$ cat config.mk
export PLATFORM = sky130hd
export DESIGN_NAME = ifetch_unit
export DESIGN_NICKNAME = d
export VERILOG_FILES = /design/src/rtl/ifetch_unit.sv
export SDC_FILE = /design/constraint.sdc
export NUM_CORES = 1
export LEC_CHECK = 0
export CAP_MARGIN = 10
export CORE_ASPECT_RATIO = 1.5
export CORE_MARGIN = 10
export CORE_UTILIZATION = 40
export DETAILED_ROUTE_END_ITERATION = 8
export PLACE_DENSITY = 0.79
export SETUP_SLACK_MARGIN = 0.15
export SLEW_MARGIN = 20
export SYNTH_ARGS = -nofsm -noshare
export SYNTH_HDL_FRONTEND = slang
export SYNTH_SLANG_ARGS = --single-unit
$ cat constraint.sdc
create_clock -name clk -period 2.75 [get_ports clk]
set_input_delay 0.275 -clock clk [delete_from_list [all_inputs] [get_ports clk]]
set_output_delay 0.275 -clock clk [all_outputs]
set_load 0.01 [all_outputs]
$ cat src/rtl/ifetch_unit.sv
// rtl/ifetch_unit.sv - instruction-fetch stage: PC, next-PC select, req/ack IM fetch, IR and field decode
module ifetch_unit #(
  parameter logic [31:0] PC_RESET  = 32'h0000_3000,
  parameter int          IM_ADDR_W = 10
) (
  input  logic                 clk,
  input  logic                 rst,
  input  logic                 PCWr,
  input  logic                 IRWr,
  input  logic [1:0]           NPCOp,
  input  logic [31:0]          rs_data,
  output logic                 im_req,
  output logic [IM_ADDR_W-1:0] im_addr,
  input  logic [31:0]          im_rdata,
  input  logic                 im_ack,
  output logic [31:0]          pc,
  output logic [31:0]          pc_plus4,
  output logic [31:0]          instr,
  output logic [5:0]           op,
  output logic [5:0]           funct,
  output logic [4:0]           rs,
  output logic [4:0]           rt,
  output logic [4:0]           rd,
  output logic [15:0]          imm16,
  output logic                 ir_valid,
  output logic                 fetch_busy,
  output logic                 pc_misalign
);

  typedef enum logic {
    S_IDLE = 1'b0,
    S_WAIT = 1'b1
  } state_t;

  localparam logic [1:0] NPC_PLUS4  = 2'b00;
  localparam logic [1:0] NPC_BRANCH = 2'b01;
  localparam logic [1:0] NPC_JUMP   = 2'b10;
  localparam logic [1:0] NPC_JR     = 2'b11;

  state_t                 state_q, state_d;
  logic [31:0]            pc_q, pc_d;
  logic [31:0]            instr_q, instr_d;
  logic                   ir_valid_q, ir_valid_d;
  logic                   im_req_q, im_req_d;
  logic [IM_ADDR_W-1:0]   im_addr_q, im_addr_d;
  logic                   pc_misalign_q, pc_misalign_d;

  logic [31:0]            pc_inc;
  logic [31:0]            br_off;
  logic [31:0]            npc;

  // Branch offsets are relative to the already-incremented PC held in pc_q.
  always_comb begin
    pc_inc = pc_q + 32'd4;
    br_off = {{14{instr_q[15]}}, instr_q[15:0], 2'b00};
    npc    = pc_inc;
    unique case (NPCOp)
      NPC_PLUS4:  npc = pc_inc;
      NPC_BRANCH: npc = pc_q + br_off;
      NPC_JUMP:   npc = {pc_q[31:28], instr_q[25:0], 2'b00};
      NPC_JR:     npc = {rs_data[31:2], 2'b00};
      default:    npc = pc_inc;
    endcase
  end

  always_comb begin
    state_d       = state_q;
    pc_d          = pc_q;
    instr_d       = instr_q;
    ir_valid_d    = ir_valid_q;
    im_req_d      = im_req_q;
    im_addr_d     = im_addr_q;
    pc_misalign_d = pc_misalign_q;

    if (PCWr) begin
      pc_d = npc;
      if (NPCOp == NPC_JR && rs_data[1:0] != 2'b00) begin
        pc_misalign_d = 1'b1;
      end
    end

    // Fetch address is taken from pc_q, so a same-cycle PCWr does not affect it.
    unique case (state_q)
      S_IDLE: begin
        if (IRWr) begin
          im_addr_d = pc_q[IM_ADDR_W+1:2];
          im_req_d  = 1'b1;
          state_d   = S_WAIT;
        end
      end
      S_WAIT: begin
        if (im_ack) begin
          instr_d    = im_rdata;
          ir_valid_d = 1'b1;
          im_req_d   = 1'b0;
          state_d    = S_IDLE;
        end
      end
      default: begin
        im_req_d = 1'b0;
        state_d  = S_IDLE;
      end
    endcase
  end

  always_ff @(posedge clk or posedge rst) begin
    if (rst) begin
      state_q       <= S_IDLE;
      pc_q          <= PC_RESET;
      instr_q       <= 32'd0;
      ir_valid_q    <= 1'b0;
      im_req_q      <= 1'b0;
      im_addr_q     <= '0;
      pc_misalign_q <= 1'b0;
    end else begin
      state_q       <= state_d;
      pc_q          <= pc_d;
      instr_q       <= instr_d;
      ir_valid_q    <= ir_valid_d;
      im_req_q      <= im_req_d;
      im_addr_q     <= im_addr_d;
      pc_misalign_q <= pc_misalign_d;
    end
  end

  assign pc          = pc_q;
  assign pc_plus4    = pc_inc;
  assign instr       = instr_q;
  assign op          = instr_q[31:26];
  assign rs          = instr_q[25:21];
  assign rt          = instr_q[20:16];
  assign rd          = instr_q[15:11];
  assign funct       = instr_q[5:0];
  assign imm16       = instr_q[15:0];
  assign ir_valid    = ir_valid_q;
  assign im_req      = im_req_q;
  assign im_addr     = im_addr_q;
  assign fetch_busy  = (state_q != S_IDLE);
  assign pc_misalign = pc_misalign_q;

endmodule
# Yosys cells after proc, flatten, opt, wreduce, memory -nomap -nowiden
# Index checks and enable logic that the tools add are counted.
# classes
addsub,2
eq_ne,5
muxes,7
bitwise_logic,2
n_reduce_logical,8
# ops
operator,n
32-bit one-hot mux with 4 select lines,1
32-bit by 3-bit adder with 32-bit output (second input constant),1
32-bit adder,1
2-bit AND reduction,5
2-bit equality test (second input constant),2
1-bit two-way mux,4
2-bit != test (second input constant),2
1-bit one-hot mux with 2 select lines,2
2-bit by 1-bit equality test with 1-bit output (second input constant),1
2-bit zero test,1
1-bit inverter,2
2-bit nonzero test,1
1-bit logical AND,1
# word_totals
register_bits,78
word_cells,32

# Logic depth before layout (Yosys ltp)
# Gate-level depths: netlist of the first run.
# depth
depth_word,3
ltp_mapped,10
mapped_depth_nobuf,10

# Worst setup path after synthesis of the first run
# No wires, ideal clock.
# synth_timing
path_type,register to register
start,"reg pc_q[2], in the netlist pc[2]"
end,"reg pc_q[10], in the netlist pc[10]"
setup_time_ns,0.125
t_arrival_ns,2.727
required_time_ns,2.625
slack_ns,-0.102
path_stages_with_launch,10
period_less_slack_ns,2.852
path_cell_list,dfrtp_1 -> ha_1 -> fa_1 -> a211oi_1 -> o21ai_1 -> a21o_1 -> a21oi_1 -> xnor2_1 -> mux4_2 -> mux2_2
# synth_via
elab_chain_len,2
word_cells_on_any_way,3
# synth_rtl
item,line,rtl
from (decl),41,"logic [31:0] pc_q, pc_d;"
from (signal assigned),117,pc_q <= pc_d;
32-bit adder / 32-bit by 3-bit adder with 32-bit output (equally long branches),"59, 54",
32-bit one-hot mux with 4 select lines *,57,unique case (NPCOp)
# Every way passes the cells marked *; elsewhere a longest branch is shown, timed or not.
# A chain may end at the register's enable or synchronous reset.

# Worst setup path in the final report of the first run
# layout_timing
start,"reg pc_q[3], in the netlist pc[3]"
end,"reg pc_q[10], in the netlist pc[10]"
# The elaborated chain is that of the path after synthesis.

==> results of run 1 <==
-- stage by stage --
| step | TNS, ps | area, um^2 | util [%] |
|---|---|---|---|
| finish | 0 | 9464 | 63.38 |
| global route | -170.8 | 9464 | 63.38 |
| CTS | 0 | 9198 | 61.59 |
| detailed placement | -21.85 | 8690 | 58.19 |
| global placement | 0 | 8690 | 58.19 |
| floorplan | 0 | 6178 | - |
-- layout by cell type (no fill, tap or decap), types with 5 or more instances in the layout --
| master | Yosys | layout |
|---|---|---|
| clkbuf_2 | 0 | 5 |
| nand3_1 | 12 | 8 |
| inv_1 | 18 | 17 |
| a21o_1 | 16 | 16 |
| nand4_1 | 12 | 12 |
| ha_4 | 0 | 9 |
| buf_6 | 1 | 7 |
| nand2b_1 | 6 | 6 |
| nor3_1 | 8 | 7 |
| dfrtp_1 | 74 | 65 |
| clkbuf_16 | 0 | 9 |
| xnor2_1 | 35 | 25 |
| ha_1 | 30 | 20 |
| nor2_1 | 39 | 34 |
| o22ai_1 | 7 | 7 |
| mux4_2 | 13 | 13 |
| buf_2 | 4 | 13 |
| o21bai_1 | 5 | 5 |
| clkdlybuf4s50_1 | 0 | 195 |
| a21oi_1 | 35 | 32 |
| mux2_2 | 54 | 52 |
| nand2_1 | 44 | 43 |
| o21ai_0 | 27 | 21 |
| xnor2_2 | 1 | 11 |
| buf_4 | 48 | 84 |
| mux2i_1 | 13 | 13 |
| xor2_1 | 11 | 10 |
| dfrtp_2 | 0 | 9 |
-- area by class of cell --
| type | count | area, um^2 | share of cell area (%) |
|---|---|---|---|
| multi-input cells | 459 | 4056 | 42.86 |
| repair buffers | 313 | 2864 | 30.26 |
| flip-flops and latches | 76 | 1916 | 20.24 |
| well taps | 199 | 249.0 | 2.631 |
| clock buffers | 10 | 239.0 | 2.525 |
| clock inverters | 6 | 71.32 | 0.7536 |
| inverters | 18 | 68.82 | 0.7271 |
-- power by group --
group | switching, mW | internal (mW) | leakage [nW] | total, mW
clock | 0.535 | 0.737 | 0.146 | 1.27
sequential | 0.449 | 1.52 | 0.868 | 1.97
combinational | 3.31 | 3.71 | 2.97 | 7.02
-- routing by layer --
layer / track usage [%] / share of wire (%) / vias up
met2: 38.70 / 55 / 236
met3: 5.838 / 7.2 / 52
li1: - / - / 2765
met1: 21.42 / 35 / 2928
met4: 7.947 / 3.0 / 0
met5: 0 / 0 / -
-- critical path: stages (launching register included) --
cell and delay [ps]:
dfrtp_2 450, buf_6 140, fa_2 420, a211oi_4 280, o21ai_2 120, a21o_1 200, a21oi_2 160, xnor2_1 80
mux4_2 460, mux2_4 270
-- timing repair --
action | CTS | global route
endpoints found under the setup margin | 35 | 38
gates resized for setup | 59 | 85
gates cloned | 0 | 0
pin swaps | 22 | 25
setup buffers | 13 | 10
-- worst paths after layout --
kind                            depth (start not counted)     start  slack [ps]          end
worst max-delay path                                    9     pc[3]          40       pc[10]
worst min-delay path                                    2       rst         320    instr[29]
worst max register to register                          9     pc[3]          40       pc[10]
worst min register to register                          1  ir_valid         480     ir_valid
max in group asynchronous                               3       rst        1780    instr[13]
min in group clk                                        3  NPCOp[0]         470  pc_misalign
-- cell families after synthesis --
family                   count (synthesis)  share of synthesized area, %
adder cells (fa/ha/maj)                 31                         6.538
other                                    1                       0.06201
XOR/XNOR                                47                         6.931
multiplexers                            80                         17.05
flip-flops                              76                         31.49
AND/OR/NAND/NOR                        153                         13.08
buffers and inverters                   92                         8.897
AO/OA/AOI/OAI                          144                         15.95
-- state kept, by name (all words and copies together) (netlist names) --
register,cells
ir_valid,1
pc_misalign,1
fetch_busy,1
pc,30
im_req,1
instr,32
im_addr,10
-- synth_stat cells (5+ instances only) --
master / instances
and4_1: 5
nor2_1: 39
mux4_2: 13
ha_1: 30
mux2_2: 54
o21bai_1: 5
o21ai_0: 27
a21o_1: 16
nand2_1: 44
a31oi_1: 5
a211oi_1: 5
buf_4: 48
xor2_1: 11
nand4_1: 12
nor3_1: 8
o31ai_1: 6
inv_1: 18
xnor2_1: 35
nand2b_1: 6
or3_1: 6
clkbuf_1: 18
o22ai_1: 7
a21oi_1: 35
dfrtp_1: 74
mux2i_1: 13
nand3_1: 12
==> impl_metrics.py, run 1 <==
metrics = {
    "setup_path": {
        "critPathRequiredTime_ps": 2980,
        "endpoint_kind": "flop",
        "cp.arrival_ps": 2940,
        "cp_max_fo": 4,
        "cp-start-kind": "flop",
        "path_class": "flop to flop",
    },
    "placed_design": {
        "port_buffers": 219,
        "dp_cells": 1042,
        "gp_congestion": 0.8902,
        "hpwl_um": 17030,
        "dp_slack_ps": -17.75,
    },
    "layout": {
        "nets": 979,
        "drive_gt1_share_pct": 31.63,
        "syn2layout_area_growth_pct": 56.51,
        "fin_cells": 1081,
        "nFillCells": 1185,
        "diodes": 0,
    },
    "yosys": {
        "synth.avg_cell_area_um2": 9.691,
        "synthTopCellsByArea": "dfrtp_1 31%, mux2_2 10%, ha_1 6.2%",
        "synth-seq-cells": 76,
        "synth-seq-area-share_pct": 31.49,
        "yosysUniqueCellTypes": 74,
        "synth_area_um2": 6047,
        "synth_cells": 624,
        "yosysTopAreaCell": "dfrtp_1",
        "yosysWarnings": 0,
        "synth_top_area_share_pct": 30.62,
        "async_reset_ff_share_pct": 100.0,
        "synthFlopType": "dfrtp_1",
        "synth_edf_count": 0,
    },
    "timing": {
        "slew_violations": 0,
        "fmax_ghz": 0.3684,
        "period_share_pct": 98.71,
        "setup_violations": 0,
        "holdWs_ps": 318.8,
        "fin_ws_ps": 35.51,
        "rsz0062_at_grt": "yes",
        "fin_skew_ps": 9.189,
        "fin_crit_ps": 2714,
        "hold_violations": 0,
        "slew_headroom_pct": 52.79,
        "worst_slew_pin_slew_ps": 705.6,
    },
    "floorplanning": {
        "fp-row-count": 55,
        "core_area_um2": 14930,
        "dieArea_um2": 20540,
        "fp.dieW_um": 120.4,
        "start_util_pct": 40.49,
        "die_height_um": 170.6,
        "num_io_pins": 224,
    },
    "drt": {
        "vias": 5981,
        "ant_nets": 0,
        "via_per_inst": 5.533,
        "route.detailed.drc": 0,
        "dr.first_iter.drc_count": 329,
        "drt_first_pass_iters": 5,
        "wl_per_cell_um": 20.99,
        "wl_um": 22690,
    },
    "clock_network": {
        "clock_path_buffers": 2,
        "htreeDepth": 3,
        "clkSinkCount": 76,
        "cts-buffers-inserted": 9,
        "clk_latency_ps": 350,
        "cts_tree": "built",
        "cts-root-buf": "clkbuf_16",
        "post_cts_hold_buffer_count": 0,
        "clk_pin_slew_ps": 60,
    },
    "grt": {
        "grt_usage_pct": 20.82,
        "grt_overflow_total": 0,
        "grt_max_degree": 35,
        "grt_pass1_vias": 6355,
        "grt_antenna_before_repair": 0,
        "grt_first_pass_wirelength_um": 33980,
    },
    "min_path": {
        "hp-class": "primary input to asynchronous set/reset pin",
    },
    "power": {
        "leakage_nw": 3.986,
        "p_total_mw": 10.26,
        "ir_worst_vdd_mv": 0.5961,
        "power_density_nw_per_um2": 1084,
    },
    "job": {
        "maxCapViolations": 0,
    },
    "outcome": {
        "outcome": "complete, no violations",
    },
}
Power figures use the tool's default switching activity.
==> run 2, diff against run 1 <==
--- a/config.mk
+++ b/config.mk
@@ -9,8 +9,10 @@
 export CORE_ASPECT_RATIO = 1.5
 export CORE_MARGIN = 10
 export CORE_UTILIZATION = 40
+export CTS_BUF_LIST = sky130_fd_sc_hd__clkbuf_8
 export DETAILED_ROUTE_END_ITERATION = 8
-export PLACE_DENSITY = 0.79
+export PLACE_DENSITY_LB_ADDON = 0.08
+export REMOVE_ABC_BUFFERS = 1
 export SETUP_SLACK_MARGIN = 0.15
 export SLEW_MARGIN = 20
 export SYNTH_ARGS = -nofsm -noshare
==> run 2 against run 1 <==
  * Non-clock buffer count rose by 25
  * Register-to-register slack is essentially flat
  * First-iteration DRC count decreased by 24%
  * Combinational power is 7.8% higher
  * Critical path depth grew 1
  * Critical endpoint is now pc[30]
  * Global-route usage grew 1.2 points
  * Via count is 0.23% lower
  * Clock-buffer cell count fell by 1
  * Clock skew increased by 10 ps
==> impl_metrics.py, run 2 (synthesis gave the netlist of run 1 again) <==
metrics = {
    "outcome": {
        "outcome": "complete, no violations",
    },
    "floorplanning": {
        "fp.dieW_um": 120.4,
        "num_io_pins": 224,
        "dieArea_um2": 20540,
        "fp-row-count": 55,
        "die_height_um": 170.6,
        "start_util_pct": 40.49,
        "core_area_um2": 14930,
    },
    "power": {
        "power_density_nw_per_um2": 1075,
        "leakage_nw": 4.105,
        "ir_worst_vdd_mv": 0.5136,
        "p_total_mw": 10.41,
    },
    "timing": {
        "slew_headroom_pct": 40.60,
        "fin_skew_ps": 19.48,
        "setup_violations": 0,
        "period_share_pct": 98.73,
        "slew_violations": 0,
        "fin_crit_ps": 2715,
        "worst_slew_pin_slew_ps": 887.9,
        "hold_violations": 0,
        "rsz0062_at_grt": "yes",
        "finalSetupTns_ps": 0,
        "fmax_ghz": 0.3683,
    },
    "setup_path": {
        "slowest_stage": "or4_4",
        "cp.arrival_ps": 2980,
        "critPathRequiredTime_ps": 3010,
        "slowest_delay_ps": 600,
        "reg2reg_slack_ps": 30,
        "critPathLaunch": "pc[16]",
        "cp_common_cell": "buf_4",
        "crit_family": "simple AND/OR/NAND/NOR gates",
        "cp_max_fo": 5,
        "reg2reg_to": "pc[30]",
        "worst-path-stages": 10,
        "path_class": "flop to flop",
        "endpoint_kind": "flop",
        "r2r-start": "pc[16]",
        "crit_end": "pc[30]",
        "rr_worst_depth": 10,
        "critPathBufInv": 3,
        "cp_cell_sequence": "buf_4 > and4_4 > nand4_4 > or4_4 > xnor2_2 > o211ai_1 > buf_4 > buf_4 > a21oi_1 > or3b_1",
        "cp-start-kind": "flop",
    },
    "clock_network": {
        "cts_tree": "built",
        "clkSinkCount": 76,
        "clk_pin_slew_ps": 100,
        "clk_latency_ps": 380,
        "clock_path_buffers": 2,
        "cts-root-buf": "clkbuf_8",
        "htreeDepth": 3,
        "post_cts_hold_buffer_count": 0,
        "cts-buffers-inserted": 9,
    },
    "drt": {
        "ant_nets": 0,
        "drt_first_pass_iters": 4,
        "dr.first_iter.drc_count": 251,
        "wl_um": 23470,
        "via_per_inst": 5.385,
        "wl_per_cell_um": 21.18,
        "vias": 5967,
        "route.detailed.drc": 0,
    },
    "layout": {
        "syn2layout_area_growth_pct": 60.23,
        "nets": 1004,
        "mostFrequentLayoutCell": "clkdlybuf4s50_1",
        "final_cell_mix": "194 x clkdlybuf4s50_1, 112 x buf_4, 70 x dfrtp_1",
        "multi_input_area_um2": 4215,
        "seq_area_um2": 1909,
        "nFillCells": 1283,
        "drive_gt1_share_pct": 34.29,
        "final_util_pct": 64.88,
        "largest_reg_flops": 32,
    },
    "job": {
        "maxCapViolations": 0,
    },
    "grt": {
        "grt_antenna_before_repair": 1,
        "grt_overflow_total": 0,
        "grt_first_pass_wirelength_um": 36010,
        "grt_usage_pct": 22.01,
        "grt_pass1_vias": 6547,
        "grt_max_degree": 77,
    },
    "min_path": {
        "hp-class": "primary input to asynchronous set/reset pin",
    },
    "placed_design": {
        "gp_congestion": 0.9139,
        "port_buffers": 219,
        "hpwl_um": 17620,
    },
}
==> run 2: area by class of cell <==
| type | count | area share, % |
|---|---|---|
| Antenna cell | 2 | 0.05165 |
| Clock buffer | 9 | 1.278 |
| Clock inverter | 7 | 0.7102 |
| Inverter | 18 | 0.7102 |
| Multi-Input combinational cell | 459 | 43.50 |
| Sequential cell | 76 | 19.71 |
| Tap cell | 199 | 2.570 |
| Timing Repair Buffer | 338 | 31.47 |
==> run 2: through the flow <==
stage / std cells / worst slack [ps] / hold WS, ps / instance area [um^2]
CTS: 1094 / 21.53 / 319.4 / 9338
detailed placement: 1064 / -143.6 / 455.1 / 8733
floorplan: 553 / -157.5 / 349.1 / 5588
finish: 1108 / 34.80 / 307.3 / 9689
global route: 1107 / -24.88 / 337.3 / 9687
global placement: 1064 / -115.0 / 452.6 / 8733
==> run 2: how the worst min path moves through the flow <==
stage | endpoint | slack, ps | depth (start not counted)
floorplan | pc[13] | 350 | 1
global placement | ir_valid | 450 | 1
detailed placement | ir_valid | 460 | 1
CTS | instr[24] | 320 | 3
global route | instr[23] | 340 | 3
finish | instr[24] | 310 | 3
==> run 2: worst min-delay path: cells and delay by family <==
family / cells / cell delay (ps)
buf+inv: 3 / 850
==> run 2: power breakdown <==
part	internal (mW)	total (mW)	switching, mW	leakage [nW]
Combinational	4.05	7.57	3.52	3.14
Sequential	1.51	1.94	0.435	0.873
Clock	0.417	0.900	0.484	0.0945
==> run 2: per-layer routing <==
metal	routed length, um	share of wire (%)	vias up	global-route usage, %
li1	-	-	2794	-
met1	8399	36	2984	22.08
met2	13300	57	162	41.71
met3	1342	5.7	27	6.431
met4	424	1.8	0	7.684
met5	0	0	-	0
==> run 2: repair_timing <==
action	in CTS	in global routing
pin swaps	35	34
cloned	0	0
gates resized for setup	123	64
setup buffers	14	12
setup endpoints to repair	39	40
==> run 3, diff against run 2 <==
==> constraint.sdc (replaced) <==
create_clock -name clk -period 2.4 [get_ports clk]
set_input_delay 0.24 -clock clk [delete_from_list [all_inputs] [get_ports clk]]
set_output_delay 0.24 -clock clk [all_outputs]
set_load 0.01 [all_outputs]
==> run 3 against run 2 <==
  * The run now ends with setup timing left
  * Largest cell class unchanged
  * Critical path depth down 1
  * Maximum frequency down 1.8%
  * Total power up 25%
  * Non-clock buffer count up 59
  * Routed wire length up 4.3%
  * Design area up 6.7%
  * First-iteration DRC count up 25%
  * Clock-buffer cell count unchanged
  * Flip-flop and latch count unchanged
  * Clock power up 26%
==> impl_metrics.py, run 3 (synthesis gave the netlist of run 1 again) <==
metrics = {
    "drt": {
        "dr.first_iter.drc_count": 313,
        "wl_per_cell_um": 21.01,
        "via_per_inst": 5.379,
        "drt_first_pass_iters": 6,
        "vias": 6267,
        "route.detailed.drc": 0,
        "wl_um": 24480,
        "ant_nets": 0,
    },
    "timing": {
        "fin_ws_ps": -364.0,
        "rsz0062_at_grt": "yes",
        "fmax_ghz": 0.3618,
        "period_share_pct": 115.2,
        "fin_crit_ps": 2764,
        "slew_headroom_pct": 50.56,
        "hold_violations": 0,
        "fin_skew_ps": 13.80,
        "slew_violations": 0,
        "worst_slew_pin_slew_ps": 738.9,
        "setup_violations": 34,
    },
    "floorplanning": {
        "num_io_pins": 224,
        "core_area_um2": 14930,
        "fp-row-count": 55,
        "dieArea_um2": 20540,
        "die_height_um": 170.6,
        "start_util_pct": 40.49,
        "fp.dieW_um": 120.4,
    },
    "setup_path": {
        "cp-start-kind": "flop",
        "path_class": "flop to flop",
        "critPathRequiredTime_ps": 2690,
        "critPathBufInv": 0,
        "reg2reg_slack_ps": -360,
        "crit_family": "compound AO/OA/AOI/OAI gates",
        "slowest_stage": "a221o_1",
        "cp.arrival_ps": 3050,
        "endpoint_kind": "flop",
        "cp_max_fo": 4,
        "slowest_delay_ps": 430,
        "reg2reg_to": "pc[31]",
        "rr_worst_depth": 9,
        "cp_cell_sequence": "ha_4 > a21o_1 > a221o_1 > a22o_4 > a21oi_4 > o2111ai_2 > o2111a_1 > o31a_1 > a211oi_2",
        "r2r-start": "instr[9]",
    },
    "power": {
        "leakage_nw": 4.445,
        "ir_worst_vdd_mv": 0.6920,
        "power_density_nw_per_um2": 1256,
    },
    "clock_network": {
        "htreeDepth": 3,
        "cts-root-buf": "clkbuf_8",
        "cts-buffers-inserted": 9,
        "clkSinkCount": 76,
        "clk_pin_slew_ps": 100,
        "post_cts_hold_buffer_count": 0,
        "cts_tree": "built",
        "clk_latency_ps": 370,
        "clock_path_buffers": 2,
    },
    "placed_design": {
        "port_buffers": 219,
        "hpwl_um": 18480,
        "place_area_um2": 9126,
        "dp_cells": 1113,
        "gp_congestion": 0.8787,
    },
    "layout": {
        "final_cell_mix": "190 x clkdlybuf4s50_1, 156 x buf_4, 73 x dfrtp_1",
        "nets": 1063,
        "largest_reg_flops": 32,
        "diodes": 0,
        "fin_cells": 1165,
        "nFillCells": 1175,
        "syn2layout_area_growth_pct": 71.03,
        "drive_gt1_share_pct": 41.10,
        "mostFrequentLayoutCell": "clkdlybuf4s50_1",
        "final_cell_area_um2": 10340,
    },
    "min_path": {
        "hp-class": "primary input to asynchronous set/reset pin",
    },
    "outcome": {
        "violations": "setup timing",
        "outcome": "finished with violations",
    },
    "grt": {
        "grt_usage_pct": 22.85,
        "grt_max_degree": 34,
        "grt_antenna_before_repair": 0,
        "grt_pass1_vias": 6795,
        "grt_first_pass_wirelength_um": 37090,
        "grt_overflow_total": 0,
    },
    "job": {
        "maxCapViolations": 0,
    },
}
run 3: how the worst max path moves through the flow:
stage               startpoint     end  cells after the start
detailed placement       pc[2]  pc[18]                     11
floorplan             instr[0]  pc[10]                      9
finish                instr[9]  pc[31]                      9
global route            pc[12]  pc[21]                      8
global placement         pc[2]  pc[10]                     10
CTS                     pc[12]  pc[17]                      8
run 3: final cells by class:
class	count	area [um^2]	area share (%)
Multi-Input combinational cell	459	4384	42.39
Timing Repair Buffer	397	3520	34.03
Sequential cell	76	1906	18.42
Tap cell	199	249.0	2.407
Clock buffer	9	123.9	1.198
Clock inverter	7	91.34	0.8831
Inverter	18	68.82	0.6654
run 3: metal layers:
layer	wire [um]	up-vias	GRT usage, %
li1	-	2915	-
met1	8665	3097	22.54
met2	13580	199	43.52
met3	1375	56	6.332
met4	858	0	9.053
met5	0	-	0
run 3: through the flow:
step           utilization, %  setup TNS, ps  power, mW  setup slack (ps)  hold slack, ps
6_report                69.26          -5078      12.99            -364.0           102.7
5_1_grt                 69.26          -8878      13.81            -407.3           103.3
4_1_cts                 66.74          -4659      12.25            -291.2           100.0
3_5_place_dp            61.11         -10500      10.22            -498.9           452.3
3_3_place_gp            61.11          -9028      10.08            -464.9           452.3
2_1_floorplan               -          -4972      5.913            -507.5           314.1
run 3: what timing repair did:
action / in CTS / in global routing
pin swaps: 57 / 43
gates resized for setup: 206 / 66
endpoints found under the setup margin: 51 / 49
setup buffers: 22 / 14
run 3: where the power goes:
| group | switching [mW] | total (mW) | internal (mW) |
|---|---|---|---|
| clock network | 0.549 | 1.13 | 0.583 |
| logic | 4.43 | 9.70 | 5.28 |
| registers | 0.430 | 2.16 | 1.73 |
